**config.mk**
```make
export PLATFORM = sky130hd
export DESIGN_NAME = multi_pattern_seq_detector
export DESIGN_NICKNAME = d
export VERILOG_FILES = /design/src/rtl/multi_pattern_seq_detector_pkg.sv /design/src/rtl/multi_pattern_seq_detector_slot.sv /design/src/rtl/multi_pattern_seq_detector.sv
export SDC_FILE = /design/constraint.sdc
export NUM_CORES = 1
export LEC_CHECK = 0
export BUFFER_PORTS_ARGS = -buffer_cell sky130_fd_sc_hd__buf_2
export CAP_MARGIN = 10
export CORE_MARGIN = 5
export CORE_UTILIZATION = 60
export CTS_BUF_LIST = sky130_fd_sc_hd__clkbuf_4 sky130_fd_sc_hd__clkbuf_8 sky130_fd_sc_hd__clkbuf_16
export DETAILED_ROUTE_END_ITERATION = 6
export PLACE_DENSITY = 0.84
export SLEW_MARGIN = 20
export SYNTH_ARGS = -nofsm -noshare
export SYNTH_HDL_FRONTEND = slang
export SYNTH_SLANG_ARGS = --single-unit
export TNS_END_PERCENT = 30
```
**constraint.sdc**
```tcl
create_clock -name clk -period 4.92 [get_ports clk]
set_input_delay 0.246 -clock clk [delete_from_list [all_inputs] [get_ports clk]]
set_output_delay 0.246 -clock clk [all_outputs]
set_load 0.01 [all_outputs]
```
**src/rtl/multi_pattern_seq_detector_pkg.sv**
```systemverilog
// multi_pattern_seq_detector_pkg: shared defaults and mode encoding for the pattern detector
package multi_pattern_seq_detector_pkg;
  localparam int SEQ_LEN_DEF = 4;
  localparam int NUM_PAT_DEF = 3;
  localparam logic [SEQ_LEN_DEF*NUM_PAT_DEF-1:0] PATTERNS_DEF = {4'b1110, 4'b1001, 4'b0111};
  typedef enum logic {MODE_FRAMED = 1'b0, MODE_SLIDING = 1'b1} mode_e;
endpackage

```
**src/rtl/multi_pattern_seq_detector_slot.sv**
```systemverilog
// seq_match_slot: one pattern slot holding its pattern and frame-alive flag, producing per-mode hits
module seq_match_slot
  import multi_pattern_seq_detector_pkg::*;
#(
  parameter int SEQ_LEN = SEQ_LEN_DEF,
  parameter int CW = $clog2(SEQ_LEN),
  parameter logic [SEQ_LEN-1:0] RST_PAT = '0
) (
  input  logic               clk,
  input  logic               rst,
  input  logic               clr_i,
  input  logic               wr_i,
  input  logic [SEQ_LEN-1:0] pat_i,
  input  logic               step_i,
  input  logic               last_i,
  input  logic [CW-1:0]      bit_cnt_i,
  input  logic [SEQ_LEN-1:0] win_i,
  input  logic               in_i,
  output logic               frame_hit_o,
  output logic               slide_hit_o
);
  logic [SEQ_LEN-1:0] pat_q, pat_d, sh;
  logic               alive_q, alive_d;
  always_comb begin
    sh = pat_q << bit_cnt_i;
    pat_d = wr_i ? pat_i : pat_q;
    alive_d = clr_i ? 1'b1 : step_i ? (last_i | (alive_q & (in_i == sh[SEQ_LEN-1]))) : alive_q;
    frame_hit_o = alive_q & (in_i == pat_q[0]);
    slide_hit_o = win_i == pat_q;
  end
  always_ff @(posedge clk) begin
    if (rst) begin
      pat_q <= RST_PAT;
      alive_q <= 1'b1;
    end else begin
      pat_q <= pat_d;
      alive_q <= alive_d;
    end
  end
endmodule

```
**src/rtl/multi_pattern_seq_detector.sv**
```systemverilog
// multi_pattern_seq_detector: programmable framed/sliding Mealy detector for several serial patterns
module multi_pattern_seq_detector
  import multi_pattern_seq_detector_pkg::*;
#(
  parameter int SEQ_LEN = SEQ_LEN_DEF,
  parameter int NUM_PAT = NUM_PAT_DEF,
  parameter int IDX_W = (NUM_PAT > 1) ? $clog2(NUM_PAT) : 1,
  parameter logic [SEQ_LEN*NUM_PAT-1:0] PATTERNS = PATTERNS_DEF,
  parameter int CNT_W = 16
) (
  input  logic               clk,
  input  logic               rst,
  input  logic               in_i,
  input  logic               in_valid_i,
  input  logic               cfg_we_i,
  input  logic [IDX_W-1:0]   cfg_idx_i,
  input  logic [SEQ_LEN-1:0] cfg_pattern_i,
  input  logic [NUM_PAT-1:0] cfg_en_mask_i,
  input  logic               cfg_mode_i,
  output logic               dec_o,
  output logic [IDX_W-1:0]   dec_id_o,
  output logic               frame_done_o,
  output logic [CNT_W-1:0]   match_count_o
);
  localparam int CW = $clog2(SEQ_LEN);
  localparam logic [CW-1:0] LAST = CW'(SEQ_LEN - 1);
  mode_e               mode_q, mode_d;
  logic [NUM_PAT-1:0]  en_q, en_d, fh, shit, hits;
  logic [CW-1:0]       bit_cnt_q, bit_cnt_d, fill_q, fill_d;
  logic [SEQ_LEN-2:0]  hist_q, hist_d;
  logic [SEQ_LEN-1:0]  win;
  logic [CNT_W-1:0]    cnt_q, cnt_d;
  logic                act, last, full;
  assign win = {hist_q, in_i};
  assign act = in_valid_i & ~cfg_we_i & ~rst;
  assign last = bit_cnt_q == LAST;
  assign full = fill_q == LAST;
  for (genvar i = 0; i < NUM_PAT; i++) begin : g_slot
    seq_match_slot #(.SEQ_LEN(SEQ_LEN), .CW(CW), .RST_PAT(PATTERNS[i*SEQ_LEN +: SEQ_LEN])) u_slot (
      .clk(clk), .rst(rst), .clr_i(cfg_we_i), .wr_i(cfg_we_i && cfg_idx_i == IDX_W'(i)),
      .pat_i(cfg_pattern_i), .step_i(act), .last_i(last), .bit_cnt_i(bit_cnt_q), .win_i(win),
      .in_i(in_i), .frame_hit_o(fh[i]), .slide_hit_o(shit[i]));
  end
  always_comb begin
    hits = en_q & {NUM_PAT{act}} & (mode_q == MODE_SLIDING ? (full ? shit : '0) : (last ? fh : '0));
    dec_o = |hits;
    dec_id_o = '0;
    for (int k = NUM_PAT - 1; k >= 0; k--) if (hits[k]) dec_id_o = IDX_W'(k);
    frame_done_o = act & last & (mode_q == MODE_FRAMED);
    mode_d = cfg_we_i ? mode_e'(cfg_mode_i) : mode_q;
    en_d = cfg_we_i ? cfg_en_mask_i : en_q;
    bit_cnt_d = cfg_we_i ? '0 : act ? (last ? '0 : bit_cnt_q + CW'(1)) : bit_cnt_q;
    fill_d = cfg_we_i ? '0 : (act && !full) ? fill_q + CW'(1) : fill_q;
    hist_d = cfg_we_i ? '0 : act ? win[SEQ_LEN-2:0] : hist_q;
    cnt_d = (dec_o && cnt_q != '1) ? cnt_q + CNT_W'(1) : cnt_q;
    match_count_o = cnt_q;
  end
  always_ff @(posedge clk) begin
    if (rst) begin
      mode_q <= MODE_FRAMED;
      en_q <= '1;
      bit_cnt_q <= '0;
      fill_q <= '0;
      hist_q <= '0;
      cnt_q <= '0;
    end else begin
      mode_q <= mode_d;
      en_q <= en_d;
      bit_cnt_q <= bit_cnt_d;
      fill_q <= fill_d;
      hist_q <= hist_d;
      cnt_q <= cnt_d;
    end
  end
endmodule

```
Yosys cells after proc, flatten, opt, wreduce, memory -nomap -nowiden
Index checks and enable logic that the tools add are counted.
- register bits: 42
- output and inout port bits: 20
- logic and storage cells: 66
- add/sub/neg operators: 3
- equal/unequal tests: 14
- shifts and indexed selects: 3
- multiplexer cells: 7
- bitwise logic cells: 18
- reductions and logical operators: 9
- operators by type and width (operator ; count):
    $add 16x1->16 const B ; 1
    $ne 16x16->1 const B ; 1
    $eq 4x4->1 ; 3
    $shl 4x2->4 ; 3
    $and 1x1->1 ; 10
    $mux 3 ; 3
    $mux 2 ; 4
    $and 3x3->3 ; 2
    $eq 1x1->1 ; 6
    $eq 2x2->1 const B ; 3
    $logic_and 1x1->1 ; 5
    $add 2x1->2 const B ; 2
    $not 1->1 ; 3
    $or 1x1->1 ; 3
    $reduce_or 3->1 ; 1
    $eq 2x1->1 const B ; 1
    $logic_not 2->1 ; 1
    $reduce_or 2->1 ; 1
    $logic_not 1->1 ; 1

Logic depth before layout (Yosys ltp)
Gate-level depths: netlist (run 1).
- word-level depth: 8
- gate-level depth with buffers: 8
- gate-level depth less buffers: 7

Cells and area by module
Synthesis (run 1) repeated with hierarchy kept, for this count alone.
- cells, all modules: 240
- area, all modules: 2213.4 µm²
- modules (own cells, without submodules) (module ; instances ; cells an instance ; area an instance (µm²)):
    multi_pattern_seq_detector ; 1 ; 159 ; 1377.6
    seq_match_slot (g_slot[0].u_slot ...) ; 2 ; 27 ; 279.0
    seq_match_slot (g_slot[1].u_slot) ; 1 ; 27 ; 277.8

Worst setup path before layout (run 1)
OpenSTA, ideal clock, no wires.
- path type: register to register
- start point: reg fill_q[0]
- end point: reg cnt_q[7] (netlist: match_count_o[7])
- setup time: 0.123 ns
- arrival time: 1.950 ns
- setup slack: 2.847 ns
- stages on the path, launching flop included: 8
- buffers on the path: 0
- cells stage by stage: dfxtp_1 -> ha_1 -> nand2_1 -> o41ai_1 -> nand4_1 -> nand2_1 -> and3_1 -> mux2_1
- longest elaborated chain between the ends: 6
- ends and longest elaborated chain (element ; line ; RTL):
    start, declared ; multi_pattern_seq_detector.sv:29 ; logic [CW-1:0] bit_cnt_q, bit_cnt_d, fill_q, fill_d;
    start signal, assigned ; multi_pattern_seq_detector.sv:70 ; fill_q <= fill_d;
    $eq 2x2->1 ; multi_pattern_seq_detector.sv:37 ; assign full = fill_q == LAST;
    $mux 3 (2 in a row) ; multi_pattern_seq_detector.sv:45 ; hits = en_q & {NUM_PAT{act}} & (mode_q == MODE_SLIDING ? (full ? shit : '0) : (last ? fh : '0));
    $and 3x3->3 ; multi_pattern_seq_detector.sv:45 ;
    $reduce_or 3->1 ; multi_pattern_seq_detector.sv:46 ; dec_o = |hits;
    named net dec_o ; multi_pattern_seq_detector.sv:20 ; output logic dec_o,
    $logic_and 1x1->1 ; multi_pattern_seq_detector.sv:55 ; cnt_d = (dec_o && cnt_q != '1) ? cnt_q + CNT_W'(1) : cnt_q;
    end signal, assigned ; multi_pattern_seq_detector.sv:72 ; cnt_q <= cnt_d;
    end, declared ; multi_pattern_seq_detector.sv:32 ; logic [CNT_W-1:0] cnt_q, cnt_d;
The timed path passes the listed nets, and every way through them passes these cells.
A chain may end at the register's enable or synchronous reset.

Worst setup path after layout (run 1)
- start point: reg fill_q[0]
- end point: out dec_o
- longest elaborated chain between the ends: 5
- ends and longest elaborated chain (element ; line):
    $eq 2x2->1 ; multi_pattern_seq_detector.sv:37
    $mux 3 (2 in a row) ; multi_pattern_seq_detector.sv:45
    $and 3x3->3 ; multi_pattern_seq_detector.sv:45
    $reduce_or 3->1 ; multi_pattern_seq_detector.sv:46
    end, declared ; multi_pattern_seq_detector.sv:20
No other way between the ends.

==> results of run 1 <==
## per-layer routing
layer / vias to the layer above / share of wire (%) / track usage [%]
met3: 7 / 5.2 / 4.591
li1: 890 / - / -
met5: - / 0 / 0
met1: 790 / 51 / 25.29
met4: 0 / 1.7 / 6.383
met2: 39 / 42 / 26.44
## metrics by stage
step                instances  setup slack (ns)  instance area (um^2)  total power [uW]
floorplan                 235             2.847                  2167             404.8
finish                    314             2.444                  2427             637.9
CTS                       314             2.435                  2427             643.7
global placement          306             2.587                  2345             417.2
detailed placement        306             2.560                  2345             418.9
global route              314             2.275                  2427             664.2
## registers in the layout, indices dropped and copies added (netlist names)
register / cells
fill_q: 2
hist_q: 3
en_q: 3
match_count_o: 16
g_slot.u_slot.alive_q: 3
g_slot.u_slot.pat_q: 12
mode_q: 1
bit_cnt_q: 2
## cell usage in the layout (no fill, tap or decap), types with 2 or more instances in the layout
cell,netlist,layout
nand3b_1,6,6
a211o_1,10,10
nand4_1,7,7
nor2_1,38,38
xnor2_1,9,9
mux4_2,3,3
o21ai_0,4,4
mux2_1,5,5
dfxtp_1,42,42
a31o_2,2,2
buf_2,1,34
a21oi_1,10,10
xor2_1,10,10
inv_1,6,6
nand3_1,2,2
nand2b_1,4,4
nand2_1,15,15
ha_1,3,3
and3_1,6,6
nor2b_1,13,13
mux2i_1,9,9
clkbuf_4,0,6
## cell families after synthesis
kind of cell	share of synthesized area, %
and+or+nand+nor	23.79
buffers and inverters	3.637
AOI/OAI and AO/OA	13.28
xor gates and xnor gates	7.679
adders and majority gates	1.732
muxes	11.08
DFF	38.80
## how the worst max path moves through the flow
stage	start	to	slack, ns	cells after the start
final	fill_q[0]	dec_o	2.44	6
after global routing	fill_q[0]	dec_o	2.27	6
after CTS	fill_q[0]	dec_o	2.44	6
after detailed placement	rst	match_count_o[8]	2.56	6
after global placement	rst	match_count_o[8]	2.59	6
after floorplan	fill_q[0]	match_count_o[7]	2.85	7
## synth_stat cells (all sizes together)
cell type  count
a211o         10
a211oi         1
a21bo          1
a21oi         11
a2bb2oi        1
a311oi         1
a31o           2
a41oi          1
and2           1
and3           6
and4           1
buf            4
clkbuf         5
dfxtp         42
ha             3
inv            7
mux2           7
mux2i          9
mux4           3
nand2         15
nand2b         4
nand3          3
nand3b         6
nand4          7
nor2          38
nor2b         13
nor3           1
nor3b          1
nor4           2
o211a          1
o21ai          4
o41a           1
o41ai          2
or2            1
or4            1
xnor2          9
xor2          10
## power by group through the flow
stage	clock (uW)	combinational [uW]	sequential, uW
after detailed placement	0	53.8	365
after floorplan	0	42.1	363
after global placement	0	52.5	365
final	227	53.6	357
after CTS	232	54.0	357
after global routing	245	60.1	359
## worst register-to-register path: cells and delay by family, from the launching register on
family	cells	cell delay [ns]
AO/OA/AOI/OAI	2	0.83
adder cells (fa/ha/maj)	1	0.19
flip-flops	1	0.37
multiplexers	1	0.32
AND/OR/NAND/NOR	3	0.57
## area by class of cell
cell class / count / area (um^2)
timing repair buffer: 34 / 170.2
sequential: 42 / 840.8
multi-input combinational: 177 / 1247
fill: 288 / 988.4
inverter: 7 / 28.78
tap: 46 / 57.56
clock inverter: 2 / 37.54
clock buffer: 6 / 45.04
==> impl_metrics.yaml, run 1 <==
run_status:
  status: "complete, no violations"
place:
  gp_congestion: 0.8890
  io_buffer_count: 34
  place_hpwl_um: 3162
min_path:
  hold_end: "en_q[1]"
  hp-class: "in -> reg"
  hold_depth: 2
  hp-start: "cfg_en_mask_i[1]"
clock_tree:
  cts-root-buf: "clkbuf_4"
  clk_latency_ns: 0.36
  clock_path_buffers: 2
  post_cts_resized: 0
  cts_htree_levels: 2
  cts_sinks: 42
  cts_tree: "done"
  cts_setup_buffers: 0
  hold_buffers: 0
  numCtsBuffers: 5
  clkTransAtPathRegs_ns: 0.12
cells_and_area:
  fin_nets: 285
  syn2layout_area_growth_pct: 12.01
  num_antenna_cells: 0
  fin_util_pct: 71.06
  layout-drive-gt1-share_pct: 21.64
worst_setup_path:
  worst_ep_required_time_ns: 4.67
  r2r-start: "fill_q[0]"
  critPathMaxFanout: 7
  crit_path_start_kind: "flop"
  r2r-end: "match_count_o[8]"
  slowest_delay_ns: 0.43
  cpMostUsedCell: "nand2_1"
  crit_family: "simple AND/OR/NAND/NOR gates"
  slowest_stage: "o41ai_1"
  path_cells: "ha_1 -> nand2_1 -> o41ai_1 -> nand4_1 -> nand2_1 -> buf_2"
  critPathBufInv: 1
  worstSetupPathType: "reg -> out"
  r2r_cells: 7
  cp-end-kind: "output pin"
  rrSetupSlack_ns: 2.56
  cp.arrival_ns: 2.23
sta:
  skew_ns: 0.007055
  fin_setup_tns_ns: 0
  final_hold_viol_count: 0
  finalSetupViolations: 0
  min_period_ns: 2.476
  maxSlewViolCount: 0
  relSlewSlack_pct: 49.84
  post-route-period-util_pct: 50.32
  fmax_mhz: 403.9
  rsz0062_at_grt: "false"
  whs_ns: 0.08733
  worstMarginPinSlew_ns: 0.7508
global_route:
  overflow: 0
  grtUsageTotal_pct: 17.94
  grt_pass1_vias: 1633
  antenna_found_initial: 0
  grt_max_degree: 45
  grt_pass1_wl_um: 7182
power:
  power_density_nw_per_um2: 262.8
  p_clk_share_pct: 35.6
  p_leak_uw: 0.001056
  vdd_drop_max_v: 0.0001786
  p_switching_uw: 150.2
  combPwrFrac_pct: 8.4
  p_sw_share_pct: 23.54
  p_int_uw: 487.8
  p_seq_share_pct: 56.0
run:
  maxCapViolCount: 0
yosys:
  ys_ff_latch: 42
  yosysSeqAreaShare_pct: 38.80
  syn-num-nets: 253
  synthTopCellsByArea: "dfxtp_1 39%, nor2_1 6.6%, mux2i_1 4.2%"
  synth_cell_types: 46
  syn_area_um2: 2167
  yosysTopAreaCell: "dfxtp_1"
  synth_top_area_share_pct: 38.80
  synth_cells: 235
  yosys_warnings: 0
  syn-mean-instance-area_um2: 9.222
floorplanning:
  core-area_um2: 3416
  row_count: 21
  die_h_um: 70.10
  initial_core_util_pct: 63.44
  io_pins: 35
  die-area_um2: 4914
  die_w_um: 70.10
drt:
  detail-route-antenna-nets: 0
  wire_per_inst_um: 13.29
  drt_iter0_markers: 97
  vias_per_cell: 5.497
  first_pass_iters: 4
  drc: 0
  postRouteWirelength_um: 4172
  num_vias: 1726
Power figures use the tool's default switching activity.
==> run 2, diff against run 1 <==
--- a/config.mk
+++ b/config.mk
@@ -8,10 +8,10 @@
 export BUFFER_PORTS_ARGS = -buffer_cell sky130_fd_sc_hd__buf_2
 export CAP_MARGIN = 10
 export CORE_MARGIN = 5
-export CORE_UTILIZATION = 60
+export CORE_UTILIZATION = 56
 export CTS_BUF_LIST = sky130_fd_sc_hd__clkbuf_4 sky130_fd_sc_hd__clkbuf_8 sky130_fd_sc_hd__clkbuf_16
 export DETAILED_ROUTE_END_ITERATION = 6
-export PLACE_DENSITY = 0.84
+export PLACE_DENSITY = 0.79
 export SLEW_MARGIN = 20
 export SYNTH_ARGS = -nofsm -noshare
 export SYNTH_HDL_FRONTEND = slang
==> constraint.sdc (replaced) <==
create_clock -name clk -period 2.3 [get_ports clk]
set_input_delay 0.115 -clock clk [delete_from_list [all_inputs] [get_ports clk]]
set_output_delay 0.115 -clock clk [all_outputs]
set_load 0.01 [all_outputs]
==> impl_metrics.yaml, run 2 (same netlist as run 1, synthesis figures left out) <==
run_status:
  status: "complete, no violations"
sta:
  skew_ns: 0.004255
  post-route-period-util_pct: 94.60
  final_hold_viol_count: 0
  relSlewSlack_pct: 47.37
  maxSlewViolCount: 0
  finalSetupViolations: 0
  min_period_ns: 2.176
  fin_setup_tns_ns: 0
  fmax_mhz: 459.6
  rsz0062_at_grt: "false"
  setup_ws_ns: 0.1241
  worstMarginPinSlew_ns: 0.7878
global_route:
  antenna_found_initial: 0
  overflow: 0
  grt_pass1_wl_um: 7362
  grt_pass1_vias: 1635
  grtUsageTotal_pct: 17.76
  grt_max_degree: 29
place:
  place_worst_setup_slack_ns: 0.1235
  io_buffer_count: 34
  place_hpwl_um: 3372
  gp_congestion: 0.8340
  dp_cells: 315
run:
  maxCapViolCount: 0
clock_tree:
  cts_tree: "done"
  numCtsBuffers: 5
  clkTransAtPathRegs_ns: 0.08
  cts_sinks: 42
  cts-root-buf: "clkbuf_8"
  clock_path_buffers: 2
  cts_htree_levels: 2
  clk_latency_ns: 0.30
worst_setup_path:
  slowest_stage: "o41a_1"
  slowest_delay_ns: 0.47
  r2r-start: "fill_q[0]"
  path_depth: 7
  r2r_cells: 7
  cpMostUsedCell: "nand2_1"
  cp-end-kind: "flop"
  rrSetupSlack_ns: 0.12
  path_cells: "ha_1 -> nand2_1 -> o41a_1 -> a2bb2oi_2 -> nand2_1 -> and3_1 -> mux2_1"
  worstSetupPathType: "reg -> reg"
  crit_family: "compound AO/OA/AOI/OAI gates"
  crit_path_start_kind: "flop"
  r2r-end: "match_count_o[7]"
  worst_ep_required_time_ns: 2.49
  critPathMaxFanout: 7
  critPathBufInv: 0
  cp.arrival_ns: 2.36
floorplanning:
  die-area_um2: 5214
  die_w_um: 72.21
  row_count: 22
  initial_core_util_pct: 58.32
  die_h_um: 72.21
  io_pins: 35
  core-area_um2: 3716
drt:
  drt_iter0_markers: 159
  first_pass_iters: 4
  drc: 0
  vias_per_cell: 5.475
  wire_per_inst_um: 13.67
  num_vias: 1774
  detail-route-antenna-nets: 0
  postRouteWirelength_um: 4430
cells_and_area:
  final_common_cell: "dfxtp_1"
  syn2layout_area_growth_pct: 16.51
  num_antenna_cells: 0
  layout-drive-gt1-share_pct: 24.28
  largest_register_ffs: 16
  final_cell_mix: "42 x dfxtp_1, 38 x nor2_1, 34 x buf_2"
  fin_cells: 324
  fin_nets: 293
  nFillCells: 321
power:
  p_leak_uw: 0.001117
  vdd_drop_max_v: 0.0004338
  power_density_nw_per_um2: 566.5
  p_total_uw: 1430
min_path:
  hp-start: "cfg_en_mask_i[1]"
  hp-class: "in -> reg"
  hold_end: "en_q[1]"
  hold_depth: 2
## run 2: cell count changes in the layout (fill, tap and decap cells not counted), sizes merged
cell | previous run | this run
clkinvlp | 1 | 0
clkbuf | 6 | 8
bufinv | 1 | 0
buf | 34 | 42
## run 2: cell type report
class | count | area (um^2) | area share, %
inverters | 7 | 28.78 | 1.140
repair buffers | 42 | 230.2 | 9.118
multi-input cells | 177 | 1255 | 49.70
well taps | 48 | 60.06 | 2.379
flip-flops and latches | 42 | 840.8 | 33.30
clock buffers | 8 | 110.1 | 4.361
## run 2: power breakdown
part           internal (uW)  total [uW]  switching (uW)  leakage [uW]
logic                   58.3         121            62.3      0.000718
registers                747         763            16.2      0.000342
clock network            303         547             244     0.0000575
## run 2: per-layer routing
layer / track usage, % / wire length [um]
met5: 0 / 0
met4: 6.263 / 59
met3: 4.709 / 262
met1: 24.44 / 2148
met2: 26.79 / 1959
## run 2: how the worst max path moves through the flow
stage,startpoint,to
3_3_place_gp,fill_q[0],match_count_o[7]
6_report,fill_q[0],match_count_o[7]
5_1_grt,fill_q[0],match_count_o[1]
4_1_cts,fill_q[0],dec_id_o[1]
2_1_floorplan,fill_q[0],match_count_o[7]
3_5_place_dp,fill_q[0],match_count_o[7]
## run 2: worst reg2reg max path, cell delays in order, from the launching register on
cell and delay [ns]:
dfxtp_1 0.36, ha_1 0.21, nand2_1 0.12, o41a_1 0.47, a2bb2oi_2 0.19, nand2_1 0.21
and3_1 0.20, mux2_1 0.31
## run 2: what timing repair did
item | CTS | global route
setup endpoints to repair | 0 | 8
hold buffers | 0 | 0
resized for setup | 0 | 1
setup buffers | 0 | 1
## run 2: through the flow
stage               utilization, %  cell area, um^2  hold WS, ns
floorplan                        -             2167       0.2329
global placement             64.58             2400       0.3277
detailed placement           64.58             2400       0.3251
CTS                          67.54             2510     0.004883
global route                 67.95             2525      0.02114
finish                       67.95             2525      0.01769
==> run 3, diff against run 2 <==
--- a/config.mk
+++ b/config.mk
@@ -7,6 +7,7 @@
 export LEC_CHECK = 0
 export BUFFER_PORTS_ARGS = -buffer_cell sky130_fd_sc_hd__buf_2
 export CAP_MARGIN = 10
+export CORE_ASPECT_RATIO = 1.1
 export CORE_MARGIN = 5
 export CORE_UTILIZATION = 56
 export CTS_BUF_LIST = sky130_fd_sc_hd__clkbuf_4 sky130_fd_sc_hd__clkbuf_8 sky130_fd_sc_hd__clkbuf_16
==> impl_metrics.yaml, run 3 (same netlist as run 1, synthesis figures left out) <==
run_status:
  status: "complete, no violations"
worst_setup_path:
  cpMostUsedCell: "nand2_1"
  slowest_stage: "o41a_1"
  cp.arrival_ns: 2.36
  worst_ep_required_time_ns: 2.48
  crit_path_start_kind: "flop"
  slowest_delay_ns: 0.46
  cp-end-kind: "flop"
  critPathMaxFanout: 7
  worstSetupPathType: "reg -> reg"
  path_cells: "ha_1 -> nand2_1 -> o41a_1 -> a2bb2oi_2 -> nand2_1 -> and3_1 -> mux2_1"
cells_and_area:
  final_common_cell: "dfxtp_1"
  nFillCells: 339
  largest_register_ffs: 16
  fin_cells: 328
  design_area_um2: 2524
  syn2layout_area_growth_pct: 16.45
  final_cell_mix: "42 x dfxtp_1, 38 x nor2_1, 34 x buf_2"
  fin_nets: 296
  num_antenna_cells: 0
  layout-drive-gt1-share_pct: 24.82
run:
  maxCapViolCount: 0
drt:
  first_pass_iters: 4
  num_vias: 1810
  drt_iter0_markers: 86
  vias_per_cell: 5.518
  postRouteWirelength_um: 4684
  detail-route-antenna-nets: 0
  wire_per_inst_um: 14.28
  drc: 0
sta:
  post-route-period-util_pct: 94.57
  maxSlewViolCount: 0
  relSlewSlack_pct: 46.60
  setup_ws_ns: 0.1248
  min_period_ns: 2.175
  final_hold_viol_count: 0
  worstMarginPinSlew_ns: 0.7993
  skew_ns: 0.004969
  finalSetupViolations: 0
  fmax_mhz: 459.7
floorplanning:
  core-area_um2: 3684
  initial_core_util_pct: 58.83
  die_w_um: 69.31
  die_h_um: 75.25
  row_count: 23
  die-area_um2: 5215
  io_pins: 35
power:
  p_total_uw: 1362
  p_switching_uw: 320.4
  p_seq_share_pct: 56.0
  combPwrFrac_pct: 9.5
  p_sw_share_pct: 23.53
  vdd_drop_max_v: 0.0003287
  power_density_nw_per_um2: 539.6
  p_int_uw: 1041
  p_clk_share_pct: 34.5
  p_leak_uw: 0.001120
global_route:
  antenna_found_initial: 0
  grt_pass1_wl_um: 7803
  overflow: 0
  grt_max_degree: 24
  grtUsageTotal_pct: 18.72
  grt_pass1_vias: 1836
clock_tree:
  clkTransAtPathRegs_ns: 0.08
  cts_tree: "done"
  cts_sinks: 42
  clock_path_buffers: 2
  cts-root-buf: "clkbuf_8"
  cts_htree_levels: 2
  numCtsBuffers: 5
  clk_latency_ns: 0.29
place:
  gp_congestion: 0.8427
  place_worst_setup_slack_ns: 0.03251
  io_buffer_count: 34
  place_hpwl_um: 3547
  place_area_um2: 2417
  dp_cells: 319
min_path:
  hp-class: "in -> reg"
-- run 3: final timing paths --
kind                                               start                       end  slack [ns]  cells after the start
worst min-delay path                    cfg_en_mask_i[0]                   en_q[0]        0.03                      3
worst max register to register                 fill_q[0]          match_count_o[7]        0.12                      7
worst max-delay path                           fill_q[0]          match_count_o[7]        0.12                      7
worst min register to register  g_slot[1].u_slot.alive_q  g_slot[1].u_slot.alive_q        0.47                      2
-- run 3: repair_timing --
action                                  4_1_cts  5_1_grt
buffers inserted                              0        2
endpoints found under the setup margin        0       17
gates resized for setup                       0        1
hold buffers                                  0        0
-- run 3: critical path: cells and delay by family (launching register included) --
family | cells | cell delay [ns]
muxes | 1 | 0.31
adders and majority gates | 1 | 0.20
AOI/OAI and AO/OA | 2 | 0.64
DFF | 1 | 0.36
and+or+nand+nor | 3 | 0.55
-- run 3: per-layer routing --
| metal | routed length, um | share of wire (%) | GRT usage (%) | vias up |
|---|---|---|---|---|
| met4 | 85 | 1.8 | 7.158 | 0 |
| met5 | 0 | 0 | 0 | - |
| met3 | 168 | 3.6 | 4.539 | 10 |
| li1 | - | - | - | 908 |
| met2 | 2434 | 52 | 35.28 | 32 |
| met1 | 1996 | 43 | 20.64 | 860 |
-- run 3: power by group through the flow --
stage	clock network, uW	logic (uW)	registers [uW]
6_report	470	129	762
4_1_cts	477	129	762
2_1_floorplan	0	90.2	776
5_1_grt	511	145	764
3_5_place_dp	0	129	779
3_3_place_gp	0	125	778
-- run 3: layout make-up --
class	count	area [um^2]	share of cell area, %
tap	50	62.56	2.479
multi-input combinational	177	1255	49.73
sequential	42	840.8	33.32
clock buffer	7	83.83	3.322
inverter	7	28.78	1.140
timing repair buffer	45	252.7	10.01
-- run 3: through the flow --
stage / util [%] / setup TNS (ns) / hold slack, ns
3_3_place_gp: 65.63 / 0 / 0.3225
6_report: 68.51 / 0 / 0.02622
5_1_grt: 68.51 / -0.1056 / 0.03381
3_5_place_dp: 65.63 / 0 / 0.3285
2_1_floorplan: - / 0 / 0.2329
4_1_cts: 67.90 / 0 / 0.02607
